==> config.mk <==
export PLATFORM = sky130hd
export DESIGN_NAME = deserializer_buf
export DESIGN_NICKNAME = d
export VERILOG_FILES = /design/src/rtl/deserializer_pkg.sv /design/src/rtl/deser_shift_unit.sv /design/src/rtl/deserializer_buf.sv
export SDC_FILE = /design/constraint.sdc
export NUM_CORES = 1
export LEC_CHECK = 0
export ABC_AREA = 0
export CAP_MARGIN = 10
export CORE_ASPECT_RATIO = 1.75
export CORE_MARGIN = 10
export CORE_UTILIZATION = 50
export DETAILED_ROUTE_END_ITERATION = 8
export PLACE_DENSITY = 0.74
export SYNTH_ARGS = -nofsm -noshare
export SYNTH_HDL_FRONTEND = slang
export SYNTH_HIERARCHICAL = 1
export SYNTH_SLANG_ARGS = --single-unit
==> constraint.sdc <==
create_clock -name clock_100KHZ -period 2.97 [get_ports clock_100KHZ]
set_input_delay 0.297 -clock clock_100KHZ [delete_from_list [all_inputs] [get_ports clock_100KHZ]]
set_output_delay 0.297 -clock clock_100KHZ [all_outputs]
set_load 0.01 [all_outputs]
==> src/rtl/deserializer_pkg.sv <==
// Shared types for the deserializer family (8-bit legacy block and deserializer_buf).
package deserializer_pkg;

  typedef enum logic [1:0] {
    INIT    = 2'd0,
    RECEIVE = 2'd1,
    STALL   = 2'd2
  } state_t;

endpackage

==> src/rtl/deser_shift_unit.sv <==
// Serial-in shift register with bit counter. Presents the word that would be
// formed if the current bit were accepted, plus a flag marking the last bit.
module deser_shift_unit #(
  parameter int WIDTH     = 8,
  parameter bit MSB_FIRST = 1'b1
) (
  input  logic             clock_100KHZ,
  input  logic             reset,
  input  logic             shift_en,
  input  logic             data_in,
  output logic [WIDTH-1:0] word,
  output logic [WIDTH-1:0] sh_q,
  output logic             last_bit
);

  localparam int CW = $clog2(WIDTH + 1);

  logic [WIDTH-1:0] sh;
  logic [CW-1:0]    cnt;

  // Word including the bit on data_in; this is what a completing edge delivers.
  generate
    if (MSB_FIRST) begin : g_msb
      assign word = {sh[WIDTH-2:0], data_in};
    end else begin : g_lsb
      assign word = {data_in, sh[WIDTH-1:1]};
    end
  endgenerate

  assign sh_q     = sh;
  assign last_bit = (cnt == CW'(WIDTH - 1));

  // Shift one bit per accepted strobe; counter wraps after the last bit.
  always_ff @(posedge clock_100KHZ or posedge reset) begin
    if (reset) begin
      sh  <= '0;
      cnt <= '0;
    end else if (shift_en) begin
      sh  <= word;
      cnt <= last_bit ? '0 : cnt + CW'(1);
    end
  end

endmodule

==> src/rtl/deserializer_buf.sv <==
// Double-buffered serial-to-parallel converter with data_ready/ack handshake.
//
//   state   | meaning
//   --------+-----------------------------------------------------------
//   INIT    | single cycle after reset, strobes dropped and flagged
//   RECEIVE | accepting bits into the shift unit
//   STALL   | complete word parked in sh, holding register still full
module deserializer_buf
  import deserializer_pkg::*;
#(
  parameter int WIDTH     = 8,
  parameter bit MSB_FIRST = 1'b1
) (
  input  logic             clock_100KHZ,
  input  logic             reset,
  input  logic             data_in,
  input  logic             write_in,
  input  logic             ack_in,
  output logic             status_out,
  output logic [WIDTH-1:0] data_out,
  output logic             data_ready,
  output logic             overrun_out
);

  state_t           state, state_next;
  logic             accept;
  logic             last_bit;
  logic             word_done;
  logic             load_direct;
  logic [WIDTH-1:0] word;
  logic [WIDTH-1:0] sh_q;

  assign accept      = write_in & status_out;
  assign word_done   = accept & last_bit;
  // The holding register takes the new word whenever it is free or being freed
  // on this same edge, which is what allows back-to-back words with no bubble.
  assign load_direct = word_done & (~data_ready | ack_in);

  deser_shift_unit #(
    .WIDTH     (WIDTH),
    .MSB_FIRST (MSB_FIRST)
  ) u_shift (
    .clock_100KHZ (clock_100KHZ),
    .reset        (reset),
    .shift_en     (accept),
    .data_in      (data_in),
    .word         (word),
    .sh_q         (sh_q),
    .last_bit     (last_bit)
  );

  // State register.
  always_ff @(posedge clock_100KHZ or posedge reset) begin
    if (reset) state <= INIT;
    else       state <= state_next;
  end

  // Next-state decode; status_out depends only on the registered state.
  always_comb begin
    state_next = state;
    status_out = 1'b0;
    case (state)
      INIT: begin
        state_next = RECEIVE;
      end
      RECEIVE: begin
        status_out = 1'b1;
        if (word_done && !load_direct) state_next = STALL;
      end
      STALL: begin
        if (ack_in) state_next = RECEIVE;
      end
      default: begin
        state_next = INIT;
      end
    endcase
  end

  // Holding register and handshake flag.
  always_ff @(posedge clock_100KHZ or posedge reset) begin
    if (reset) begin
      data_out   <= '0;
      data_ready <= 1'b0;
    end else if (load_direct) begin
      data_out   <= word;
      data_ready <= 1'b1;
    end else if (state == STALL && ack_in) begin
      data_out   <= sh_q;
    end else if (ack_in && data_ready) begin
      data_ready <= 1'b0;
    end
  end

  // One-cycle flag for a strobe that arrived while bits were not being taken.
  always_ff @(posedge clock_100KHZ or posedge reset) begin
    if (reset) overrun_out <= 1'b0;
    else       overrun_out <= write_in & ~status_out;
  end

endmodule

==> metrics.cfg <==
[sta]
hold_viol_final = 0
rsz0062_at_grt = false
drv_slew = 0
setup_slack_ps = 1100
worst_slew_pin_slew_ps = 530
period_share_pct = 62.9
relSlewSlack_pct = 64.7
timing.fmax_ghz = 0.535
setup_viol = 0
tns_ps = 0
clock_skew_ps = 2.13
min_period_ps = 1870

[floorplan]
die_y_um = 83.3
start_util_pct = 53.3
dieArea_sq_um = 4680
rows = 22
die_w_um = 56.2
core_area_sq_um = 2150
ios = 16

[finish]
mostFrequentLayoutCells = mux2_2 (25), dfrtp_1 (24), clkdlybuf4s50_1 (15)
nFillCells = 191
syn_to_final_growth_pct = 11.5
mostFrequentLayoutCell = mux2_2
antenna_cells = 0
utilization_pct = 59.4
fin_nets = 102
fin_area_sq_um = 1280
drive_above_1_share_pct = 34.0

[cts]
cts.sinks = 24
clock_latency_ps = 290
cts_hold_buf = 0
cts_buffers = 3
cts_tree = yes
cts_resized = 0
htreeDepth = 1
clk_path_buf_depth = 2
clk_pin_slew_worst_paths_ps = 110
post_cts_buffers = 0
cts-root-buf = clkbuf_4

[logic_synthesis]
synth_top_family_by_area = multiplexers
synthCells = 85
synthAdderAreaFrac_pct = 1.09
syn-num-nets = 91
yosysTopAreaCell = dfrtp_1
synth_xor_area_share_pct = 0.765
synth_compound_area_share_pct = 4.15
synth.ff_latch_count = 24
synth.area.mux_share_pct = 25.6
yosysWarnings = 6
synth-seq-area-share_pct = 52.5
avgSynthCellArea_sq_um = 13.5
synth.distinct_cells = 25
synth_top_area_share_pct = 52.5
syn_area_sq_um = 1140
synthSimpleGateAreaFrac_pct = 8.74
synth_area_leaders = dfrtp_1 (52%), mux2_2 (25%), buf_4 (5.2%)

[drt]
wl_per_cell_um = 15.4
ant_nets = 0
viasPerCell = 5.59
vias = 660
drc = 0
drt_iter0_drc = 4
first_pass_iters = 3
finalWirelength_um = 1820

[critical_path]
startpoint = state[1]$_DFFE_PP0P_
crit_type = flip-flop to primary output
cpLargestDelayFamily = buffers and inverters
cpPeakStageDelay_ps = 590
worstPathRequired_ps = 2670
cp_cell_sequence = nor2b_2 > clkdlybuf4s50_1
cp-end-kind = primary output
startpoint_type = flip-flop
cp_slowest_cell = clkdlybuf4s50_1
critPathBufInv = 1
timing.rr.start = state[1]$_DFFE_PP0P_
path_max_fanout = 6
worstPathArrival_ps = 1570

[pwr]
p_leak_uw = 0.000565
p_per_area_nw_per_um2 = 801
ir_drop_mv = 0.531

[global_route]
grt_pass1_vias = 719
grt_max_degree = 14
grt_use_total_pct = 8.05
grt_overflow = 0
antenna_found_initial = 0
grt_pass1_wl_um = 3130

[placed_design]
placed_cell_area_sq_um = 1250
dpl.hpwl_um = 1370
dp_slack_ps = 1010
routabilityCongestion = 0.697
io_buffers = 15

[outcome]
outcome = complete, no violations

[min_path]
hold_class = input port to async pin

[flow_run]
cap_violations = 0

synth_stat cells (all sizes together):
cell type and count:
nand2b 3, nand3b 1, ha 1, xnor2 1, nand3 1, nor2b 1, a32o 1, or2b 1
buf 9, nor2 1, nand4 1, o21ai 1, and2 1, o2111ai 1, o21bai 1, nand2 2
mux2 26, inv 3, dfrtp 24, and3b 1, a21oi 2, and2b 2
routing by layer:
| metal | vias to the layer above | GRT usage, % | routed length [um] |
|---|---|---|---|
| met5 | - | 0 | 0 |
| met4 | 0 | 4.60 | 23 |
| met3 | 2 | 3.05 | 114 |
| met2 | 12 | 13.7 | 971 |
| met1 | 336 | 7.98 | 708 |
| li1 | 310 | - | - |
state kept, by name, summed over array words and instances, names as in the netlist:
name and count:
state 2, overrun_out 1, data_out 8, u_shift/cnt 4, u_shift/sh_q 8, data_ready 1
worst paths after layout:
kind	depth (start not counted)	slack [ps]	endpoint
min in group clock_100KHZ	1	510	state[0]$_DFFE_PP0P_
max in group asynchronous	2	2290	data_out[1]$_DFFE_PP0P_
setup reg to reg	4	1190	u_shift/cnt[3]$_DFFE_PP0P_
hold reg to reg	1	510	state[0]$_DFFE_PP0P_
hold / removal	2	330	u_shift/cnt[2]$_DFFE_PP0P_
setup / recovery	2	1100	status_out
cell type report:
| class | count | area [sq um] | share of cell area (%) |
|---|---|---|---|
| Inverter | 3 | 11.3 | 0.882 |
| Multi-Input combinational cell | 49 | 462 | 36.2 |
| Sequential cell | 24 | 601 | 47.1 |
| Timing Repair Buffer | 15 | 150 | 11.8 |
| Clock buffer | 3 | 22.5 | 1.76 |
| Tap cell | 24 | 30.0 | 2.35 |
kinds of logic after synthesis:
family                   after synthesis
buffers and inverters                 12
AO/OA/AOI/OAI                          6
flip-flops                            24
XOR/XNOR                               1
adder cells (fa/ha/maj)                1
AND/OR/NAND/NOR                       15
multiplexers                          26
where the power goes:
group / switching (uW) / internal [uW]
combinational: 123 / 243
clock: 82.8 / 47.2
sequential: 80.9 / 445
total: 287 / 735
worst register-to-register path: stages (launching register included):
cell	delay, ps
dfrtp_1	440
nor2b_2	240
and2_1	480
nand4_1	170
mux2_1	340
through the flow:
stage | hold WS (ps) | instances | power (uW)
3_3_place_gp | 462 | 115 | 889
3_5_place_dp | 494 | 115 | 907
6_report | 331 | 118 | 1020
4_1_cts | 329 | 118 | 1040
2_1_floorplan | 162 | 85 | 780
5_1_grt | 370 | 118 | 1100
No activity file was read; power rests on OpenSTA's default activity.
